===== config.mk =====
export PLATFORM = sky130hd
export DESIGN_NAME = vend_ctrl_multi
export DESIGN_NICKNAME = d
export VERILOG_FILES = /design/src/rtl/vend_ctrl_multi.sv
export SDC_FILE = /design/constraint.sdc
export NUM_CORES = 1
export LEC_CHECK = 0
export ABC_AREA = 1
export ABC_CLOCK_PERIOD_IN_PS = 4190
export CAP_MARGIN = 10
export CORE_UTILIZATION = 40
export CTS_CLUSTER_DIAMETER = 120
export DETAILED_ROUTE_END_ITERATION = 6
export DONT_BUFFER_PORTS = 1
export SLEW_MARGIN = 20
export SYNTH_ARGS = -nofsm -noshare
export SYNTH_HDL_FRONTEND = slang
export SYNTH_SLANG_ARGS = --single-unit

===== constraint.sdc =====
create_clock -name clk -period 4.19 [get_ports clk]
set_input_delay 1.0475 -clock clk [delete_from_list [all_inputs] [get_ports clk]]
set_output_delay 1.0475 -clock clk [all_outputs]
set_load 0.005 [all_outputs]

===== src/rtl/vend_ctrl_multi.sv =====
// Multi-product vending controller: credits coins, vends priced/stocked products, returns greedy change.
// Latency: all pulses/outputs are registered and appear the cycle after the causing input.
// Backpressure: change coins wait on chg_ready_i; chg_code_o holds while chg_valid_o && !chg_ready_i.
module vend_ctrl_multi #(
  parameter int N_PROD      = 4,
  parameter int CREDIT_W    = 8,
  parameter int STOCK_W     = 4,
  parameter int INIT_STOCK  = 9,
  parameter logic [N_PROD*CREDIT_W-1:0] PRICES    = {8'd50, 8'd40, 8'd30, 8'd20},
  parameter logic [4*CREDIT_W-1:0]      COIN_VALS = {8'd100, 8'd50, 8'd20, 8'd10},
  parameter int MAX_CREDIT  = 200,
  parameter int TIMEOUT_CYC = 30000,
  parameter int IDX_W       = (N_PROD > 1) ? $clog2(N_PROD) : 1
) (
  input  logic                clk,
  input  logic                reset,
  input  logic                coin_valid_i,
  input  logic [1:0]          coin_code_i,
  input  logic                sel_valid_i,
  input  logic [IDX_W-1:0]    sel_idx_i,
  input  logic                cancel_i,
  input  logic                restock_i,
  input  logic                chg_ready_i,
  output logic                coin_reject_o,
  output logic                vend_valid_o,
  output logic [IDX_W-1:0]    vend_idx_o,
  output logic [1:0]          sel_err_o,
  output logic                chg_valid_o,
  output logic [1:0]          chg_code_o,
  output logic [CREDIT_W-1:0] credit_o,
  output logic [N_PROD-1:0]   sold_out_o,
  output logic                busy_o
);

  localparam int TMR_W = (TIMEOUT_CYC > 1) ? $clog2(TIMEOUT_CYC) : 1;
  localparam logic [TMR_W-1:0]    TMR_LAST   = TMR_W'(TIMEOUT_CYC - 1);
  localparam logic [CREDIT_W:0]   MAX_C      = (CREDIT_W + 1)'(MAX_CREDIT);
  localparam logic [STOCK_W-1:0]  STOCK_INIT = STOCK_W'(INIT_STOCK);

  localparam logic [1:0] ERR_NONE    = 2'd0;
  localparam logic [1:0] ERR_SOLDOUT = 2'd1;
  localparam logic [1:0] ERR_CREDIT  = 2'd2;
  localparam logic [1:0] ERR_INDEX   = 2'd3;

  typedef enum logic [1:0] {
    S_IDLE    = 2'd0,
    S_COLLECT = 2'd1,
    S_VEND    = 2'd2,
    S_CHANGE  = 2'd3
  } state_t;

  state_t               state_q, state_d;
  logic [CREDIT_W-1:0]  credit_q, credit_d;
  logic [STOCK_W-1:0]   stock_q [N_PROD];
  logic [STOCK_W-1:0]   stock_d [N_PROD];
  logic [TMR_W-1:0]     timer_q, timer_d;
  logic                 coin_reject_q, coin_reject_d;
  logic                 vend_valid_q, vend_valid_d;
  logic [IDX_W-1:0]     vend_idx_q, vend_idx_d;
  logic [1:0]           sel_err_q, sel_err_d;
  logic [1:0]           chg_code_q, chg_code_d;

  // Unpacked views of the packed price and coin tables.
  logic [CREDIT_W-1:0]  price_a    [N_PROD];
  logic [CREDIT_W-1:0]  coin_val_a [4];

  for (genvar gi = 0; gi < N_PROD; gi++) begin : g_price
    assign price_a[gi] = PRICES[gi*CREDIT_W +: CREDIT_W];
  end

  for (genvar gc = 0; gc < 4; gc++) begin : g_coin
    assign coin_val_a[gc] = COIN_VALS[gc*CREDIT_W +: CREDIT_W];
  end

  // Largest denomination not exceeding amt; table is ascending so the last hit wins.
  function automatic logic [1:0] largest_coin(input logic [CREDIT_W-1:0] amt);
    logic [1:0] code;
    code = 2'd0;
    for (int c = 0; c < 4; c++) begin
      if (COIN_VALS[c*CREDIT_W +: CREDIT_W] <= amt) code = 2'(c);
    end
    return code;
  endfunction

  logic [CREDIT_W:0]    coin_sum;
  logic                 coin_fits;
  logic                 idx_ok;
  logic [CREDIT_W-1:0]  sel_price;
  logic [STOCK_W-1:0]   sel_stock;

  // Coin addition is one bit wider than credit so an over-limit sum cannot wrap.
  assign coin_sum  = {1'b0, credit_q} + {1'b0, coin_val_a[coin_code_i]};
  assign coin_fits = (coin_sum <= MAX_C);
  assign idx_ok    = (int'(sel_idx_i) < N_PROD);
  assign sel_price = price_a[sel_idx_i];
  assign sel_stock = stock_q[sel_idx_i];

  // Next-state and registered-output logic for the vending FSM.
  always_comb begin
    logic collecting;
    logic vend_take;

    state_d       = state_q;
    credit_d      = credit_q;
    stock_d       = stock_q;
    timer_d       = timer_q;
    coin_reject_d = 1'b0;
    vend_valid_d  = 1'b0;
    vend_idx_d    = vend_idx_q;
    sel_err_d     = ERR_NONE;
    collecting    = (state_q == S_COLLECT);
    vend_take     = 1'b0;

    case (state_q)
      S_IDLE, S_COLLECT: begin
        // Selection is judged on the stock seen before any same-cycle restock.
        if (sel_valid_i) begin
          if (!idx_ok)                 sel_err_d = ERR_INDEX;
          else if (sel_stock == '0)    sel_err_d = ERR_SOLDOUT;
          else if (credit_q < sel_price) sel_err_d = ERR_CREDIT;
          else                         vend_take = 1'b1;
        end

        if (!collecting && restock_i) begin
          for (int i = 0; i < N_PROD; i++) stock_d[i] = STOCK_INIT;
        end

        // Cancel only means something with credit held; in IDLE it is a no-op
        // and does not block a selection or coin in the same cycle.
        if (collecting && cancel_i) begin
          sel_err_d     = ERR_NONE;
          state_d       = S_CHANGE;
          timer_d       = '0;
          coin_reject_d = coin_valid_i;
        end else if (vend_take) begin
          state_d             = S_VEND;
          vend_valid_d        = 1'b1;
          vend_idx_d          = sel_idx_i;
          stock_d[sel_idx_i]  = stock_d[sel_idx_i] - STOCK_W'(1);
          credit_d            = credit_q - sel_price;
          timer_d             = '0;
          coin_reject_d       = coin_valid_i;
        end else if (coin_valid_i && coin_fits) begin
          credit_d = coin_sum[CREDIT_W-1:0];
          state_d  = S_COLLECT;
          timer_d  = '0;
        end else begin
          coin_reject_d = coin_valid_i;
          if (collecting) begin
            if (timer_q == TMR_LAST) begin
              state_d = S_CHANGE;
              timer_d = '0;
            end else begin
              timer_d = timer_q + TMR_W'(1);
            end
          end
        end
      end

      S_VEND: begin
        coin_reject_d = coin_valid_i;
        state_d       = (credit_q != '0) ? S_CHANGE : S_IDLE;
      end

      S_CHANGE: begin
        coin_reject_d = coin_valid_i;
        if (chg_ready_i) begin
          credit_d = credit_q - coin_val_a[chg_code_q];
          if (credit_d == '0) state_d = S_IDLE;
        end
      end

      default: state_d = S_IDLE;
    endcase

    // Offered coin tracks the remaining credit; it only moves on a handshake.
    chg_code_d = (state_d == S_CHANGE) ? largest_coin(credit_d) : chg_code_q;
  end

  // State and output registers with synchronous reset.
  always_ff @(posedge clk) begin
    if (reset) begin
      state_q       <= S_IDLE;
      credit_q      <= '0;
      timer_q       <= '0;
      coin_reject_q <= 1'b0;
      vend_valid_q  <= 1'b0;
      vend_idx_q    <= '0;
      sel_err_q     <= ERR_NONE;
      chg_code_q    <= 2'd0;
      for (int i = 0; i < N_PROD; i++) stock_q[i] <= STOCK_INIT;
    end else begin
      state_q       <= state_d;
      credit_q      <= credit_d;
      timer_q       <= timer_d;
      coin_reject_q <= coin_reject_d;
      vend_valid_q  <= vend_valid_d;
      vend_idx_q    <= vend_idx_d;
      sel_err_q     <= sel_err_d;
      chg_code_q    <= chg_code_d;
      stock_q       <= stock_d;
    end
  end

  // Sold-out flags derive directly from the stock registers.
  always_comb begin
    sold_out_o = '0;
    for (int i = 0; i < N_PROD; i++) sold_out_o[i] = (stock_q[i] == '0);
  end

  assign coin_reject_o = coin_reject_q;
  assign vend_valid_o  = vend_valid_q;
  assign vend_idx_o    = vend_idx_q;
  assign sel_err_o     = sel_err_q;
  assign chg_valid_o   = (state_q == S_CHANGE);
  assign chg_code_o    = chg_code_q;
  assign credit_o      = credit_q;
  assign busy_o        = (state_q == S_VEND) || (state_q == S_CHANGE);

endmodule


==> results of run 1 <==
-- worst max-delay path: stages --
cell and delay (ps):
inv_1 160, ha_1 340, inv_1 40, ha_1 340
nand2_1 70, o21ai_1 230, nand2_1 130, nand3_2 120
nand3_4 160, nand3_1 140, nand2_2 250, nor2_8 290
inv_4 60, nor3b_2 140, a21oi_1 60, nor2_2 90
-- per-stage QoR --
stage	power [mW]	utilization	area (um^2)	hold WS [ps]
after floorplan	2.02	-	3870	461
after global placement	2.36	0.425	3970	474
after detailed placement	2.39	0.425	3970	495
after CTS	2.73	0.437	4080	514
after global routing	3.02	0.437	4080	535
final	2.73	0.437	4080	509
-- layer usage --
metal,vias up,routed length [um]
li1,1879,-
met1,1668,4970
met2,83,4440
met3,6,510
met4,0,77
met5,-,0
-- synth_stat cells (all sizes together), types with 5 or more instances --
library cell    n
dfxtp          48
nor2           57
o21ai          32
a22oi           5
a21oi          33
ha             29
buf             5
nand3          49
xnor2           9
nor3            7
inv            78
nand4           6
nor4            5
nand2         131
clkbuf         10
xor2            9
o211ai         14
-- layout by cell type (no fill, tap or decap), types with 9 or more instances in the layout --
cell type and instances:
a21oi_1 30, dfxtp_1 48, ha_1 29, inv_1 73, nand2_1 125, nand3_1 44, nor2_1 50, o211ai_1 14
o21ai_0 30, xnor2_1 9, xor2_1 9
-- power groups by stage --
stage                     sequential (mW)  clock [mW]  combinational [mW]
after floorplan                     0.715           0                1.31
after global placement              0.785           0                1.58
after detailed placement            0.786           0                1.60
after CTS                           0.776       0.344                1.61
after global routing                0.798       0.362                1.87
final                               0.775       0.334                1.62
-- sequential cells by signal (all words and copies together) (netlist names) --
register and count:
vend_idx_o 2, credit_o 7, stock_q 16, sel_err_o 2, vend_valid_o 1, state_q 2, coin_reject_o 1, chg_code_o 2
timer_q 15
-- cell families (layout without fill, tap and decap cells) --
kind of cell             count (synthesis)  count (layout)  synth area share
AND/OR/NAND/NOR                        264             264             0.321
AO/OA/AOI/OAI                          108             108             0.174
buffers and inverters                   95              90             0.100
flip-flops                              48              48             0.248
adder cells (fa/ha/maj)                 32              32             0.109
XOR/XNOR                                18              18            0.0407
multiplexers                             2               2           0.00517
other                                    1               1          0.000969
-- area by class of cell --
| cell class | count | area, um^2 |
|---|---|---|
| inverter | 80 | 310 |
| fill | 957 | 5250 |
| timing repair buffer | 2 | 15.0 |
| tap | 129 | 161 |
| clock buffer | 6 | 72.6 |
| sequential | 48 | 961 |
| multi-input combinational | 425 | 2520 |
| clock inverter | 2 | 35.0 |
-- how the worst max path moves through the flow --
stage	start	endpoint	slack, ps	depth (start not counted)
final	sel_idx_i[1]	timer_q[10]$_SDFFE_PP0P_	780	16
after global routing	sel_idx_i[1]	timer_q[10]$_SDFFE_PP0P_	520	16
after CTS	sel_idx_i[1]	timer_q[10]$_SDFFE_PP0P_	790	16
after detailed placement	sel_idx_i[1]	timer_q[10]$_SDFFE_PP0P_	470	16
after global placement	sel_idx_i[1]	timer_q[10]$_SDFFE_PP0P_	570	16
after floorplan	sel_idx_i[0]	chg_code_o[0]$_SDFFE_PP0N_	880	18
==> impl_metrics.toml, run 1 <==
[worst_hold_path]
holdPathEnd = "timer_q[0]$_SDFFE_PP0P_"
hp-start = "timer_q[0]$_SDFFE_PP0P_"
min_path_type = "reg2reg"
whs_path_depth = 2

[setup_path]
rr_startpoint = "credit_o[2]$_SDFF_PP0_"
end_kind = "flop"
start_kind = "primary input"
r2r_cells = 17
r2r_end = "timer_q[10]$_SDFFE_PP0P_"
arrival_ps = 3660
reg2reg_setup_slack_ps = 1050
cp.required_ps = 4440
crit_type = "in2reg"
path_max_fanout = 18

[clock_tree]
cts_tree = "yes"
post_cts_buffers = 0
cts_root_buf = "clkbuf_8"
cts_max_level = 2
holdBufCountCts = 0
cts_buffer_depth = 2
cts_resized = 0
clkSinkCount = 48
path_clk_slew_ps = 90
clk_latency_ps = 310
numCtsBuffers = 5

[pwr]
p_clk_frac = 0.122
switchingPower_mw = 1.38
power_density_nw_per_um2 = 669
intPower_mw = 1.35
p_leak_nw = 1.93
seqPwrFrac = 0.284
max-vdd-ir-drop_v = 0.000188
swShare = 0.506
power_frac_comb = 0.594

[sta]
skew_ps = 8.91
slew_violations = 0
tightest_slew_ps = 726
hold_viol = 0
slew_headroom = 0.516
period_share = 0.815
tns_ps = 0
fmax_ghz = 0.293
setup_slack_ps = 777
rsz0062_at_grt = "no"
min_period_ps = 3410
setup_viol = 0

[yosys]
ys_top_cells_by_area = "dfxtp_1, nand2_1, ha_1"
syn_area_um2 = 3870
syn_area_per_cell_um2 = 6.81
ys_seq_area_frac = 0.248
synth_largest_area_cell = "dfxtp_1"
synthDistinctLibCells = 53
netlist_instances = 568
async_flop_share = 0
synth_seq_cells = 48
yosysWarnings = 0
synthFlopType = "dfxtp_1"
synth_edf_count = 0
syn-num-nets = 611
synth_top_area_frac = 0.248

[drt]
antenna_left = 0
first_pass_iters = 4
routed_wl_um = 10000
detailedRoute.firstIterationViolations = 188
drc_errors = 0
route.vias.total = 3636
wl_per_cell_um = 14.4
routed_via_density = 5.25

[global_route]
grt_max_degree = 28
grtUsageMet3 = 0.0376
grt_use_total = 0.211
grt_util_met2 = 0.354
gr-usage-met1 = 0.283
grt-ovfl-total = 0
busiest_layer = "met2"
grt_pass1_vias = 3488
antenna_found_initial = 0
grt_pass1_wl_um = 17000

[placement]
portBuffers = 0
pre_cts_slack_ps = 470
dp_hpwl_um = 7570
place_inst = 684
gp_congestion = 0.864

[floorplanning]
die_w_um = 100
die_y_um = 100
core_area_um2 = 9330
start_util = 0.415
rows = 35
ioPinCount = 33
fp.dieArea_um2 = 10100

[layout]
final_nets = 605
instances_no_fill = 692
syn_to_final_growth_pct = 5.33
drive_gt1_frac = 0.0746
n_antenna_cell = 0

[outcome]
outcome = "finished clean"

[job]
maxCapViolCount = 0
(Power assumes the default switching activity.)
==> inputs of run 2 (changes only) <==
Settings changed: ABC_CLOCK_PERIOD_IN_PS 4190 to 2980.
Clock period 4.19 ns to 2.98 ns, I/O delays scaled along.
==> impl_metrics.toml, run 2 (same netlist as run 1, synthesis figures left out) <==
[global_route]
grt_util_met2 = 0.366
grt-ovfl-total = 0
busiest_layer = "met2"
grt_pass1_wl_um = 17800
gr-usage-met1 = 0.302
grt_use_total = 0.223
grt_pass1_vias = 3589
antenna_found_initial = 0
grt_max_degree = 28
grtUsageMet3 = 0.0411

[setup_path]
arrival_ps = 2990
reg2reg_setup_slack_ps = 210
start_kind = "primary input"
path_max_fanout = 4
critPathCapture = "chg_code_o[0]$_SDFFE_PP0N_"
crit_cells = 19
cp.required_ps = 3160
crit_path_max_incr_delay_ps = 330
cp-startpoint = "coin_code_i[0]"
crit_family = "simple AND/OR/NAND/NOR gates"
rr_startpoint = "chg_code_o[0]$_SDFFE_PP0N_"
crit_type = "in2reg"
crit_top_cell = "nand2_1"
path_cells = "inv_1 -> ha_1 -> ha_4 -> nand2_1 -> inv_1 -> nand3_1 -> nand2_1 -> nand2_1 -> nand2_1 -> nand2_1 -> buf_4 -> nand4_1 -> nand3_1 -> a21oi_2 -> nand3_1 -> nand2_1 -> nand2_1 -> nor2_1 -> a21oi_1"
crit_buf_inv = 3
end_kind = "flop"
cp_slowest_cell = "ha_1"
r2r_end = "chg_code_o[0]$_SDFFE_PP0N_"
r2r_cells = 17

[clock_tree]
cts_root_buf = "clkbuf_8"
cts_tree = "yes"
clkSinkCount = 48
holdBufCountCts = 0
clk_latency_ps = 310
numCtsBuffers = 5
path_clk_slew_ps = 90
cts_max_level = 2
cts_buffer_depth = 2

[floorplanning]
ioPinCount = 33
core_area_um2 = 9330
rows = 35
die_y_um = 100
fp.dieArea_um2 = 10100
start_util = 0.415
die_w_um = 100

[layout]
final_cell_mix = "nand2_1, inv_1, nor2_1, buf_4, dfxtp_1"
largest_register_ffs = 16
final_nets = 653
final_core_util = 0.488
syn_to_final_growth_pct = 17.6
instances_no_fill = 740
final_area_um2 = 4550
top_register = "stock_q"
drive_gt1_frac = 0.180
n_antenna_cell = 0
final_common_cell = "nand2_1"

[sta]
slew_violations = 0
tightest_slew_ps = 734
tns_ps = 0
hold_viol = 0
fmax_ghz = 0.357
setup_viol = 0
worst_hold_slack_ps = 499
period_share = 0.941
setup_slack_ps = 176
slew_headroom = 0.510
min_period_ps = 2800
skew_ps = 15.5

[pwr]
p_leak_nw = 2.19
intPower_mw = 2.29
p_clk_frac = 0.109
max-vdd-ir-drop_v = 0.000361
switchingPower_mw = 2.17
swShare = 0.487
power_frac_comb = 0.657
seqPwrFrac = 0.234
total_power_mw = 4.46
power_density_nw_per_um2 = 981

[drt]
route.vias.total = 3801
antenna_left = 0
wl_per_cell_um = 14.5
drc_errors = 0
first_pass_iters = 5
routed_via_density = 5.14
detailedRoute.firstIterationViolations = 203
routed_wl_um = 10700

[placement]
post_dp_cell_area_um2 = 4330
gp_congestion = 0.937
pre_cts_slack_ps = -175
dp_hpwl_um = 8130
place_inst = 730
portBuffers = 0

[job]
maxCapViolCount = 0

[worst_hold_path]
min_path_type = "reg2reg"

[outcome]
outcome = "finished clean"
[run 2: worst min-delay path by stage]
stage	from	endpoint	slack (ps)	cells past startpoint
finish	timer_q[10]$_SDFFE_PP0P_	timer_q[10]$_SDFFE_PP0P_	500	2
global route	reset	timer_q[3]$_SDFFE_PP0P_	480	1
detailed placement	timer_q[10]$_SDFFE_PP0P_	timer_q[10]$_SDFFE_PP0P_	480	2
floorplan	timer_q[10]$_SDFFE_PP0P_	timer_q[10]$_SDFFE_PP0P_	460	2
global placement	timer_q[10]$_SDFFE_PP0P_	timer_q[10]$_SDFFE_PP0P_	480	2
CTS	reset	timer_q[10]$_SDFFE_PP0P_	490	1
[run 2: final cells by class]
cell class / instances / area [um^2]
clock buffers: 6 / 72.6
clock inverters: 2 / 35.0
multi-input cells: 426 / 2640
inverters: 80 / 310
well taps: 129 / 161
repair buffers: 49 / 368
fillers: 931 / 4780
flip-flops and latches: 48 / 963
[run 2: tightest hold or removal path, stage by stage (launching register included)]
cell and delay, ps:
dfxtp_1 340, a21oi_1 70, nor2_2 60
[run 2: what timing repair did]
item	4_1_cts	5_1_grt
resized for setup	0	24
setup buffers	0	1
setup endpoints to repair	0	8
[run 2: metal layers]
| metal | share of wire | wire (um) | up-vias |
|---|---|---|---|
| met5 | 0 | 0 | - |
| met4 | 0.010 | 111 | 0 |
| met3 | 0.048 | 515 | 13 |
| met2 | 0.45 | 4860 | 94 |
| met1 | 0.49 | 5210 | 1713 |
| li1 | - | - | 1981 |
[run 2: power by group through the flow]
stage	logic (mW)	clock network (mW)	registers, mW
3_3_place_gp	2.71	0	1.05
6_report	2.93	0.485	1.05
3_5_place_dp	2.73	0	1.06
5_1_grt	3.29	0.522	1.08
2_1_floorplan	1.85	0	1.01
4_1_cts	2.75	0.499	1.04
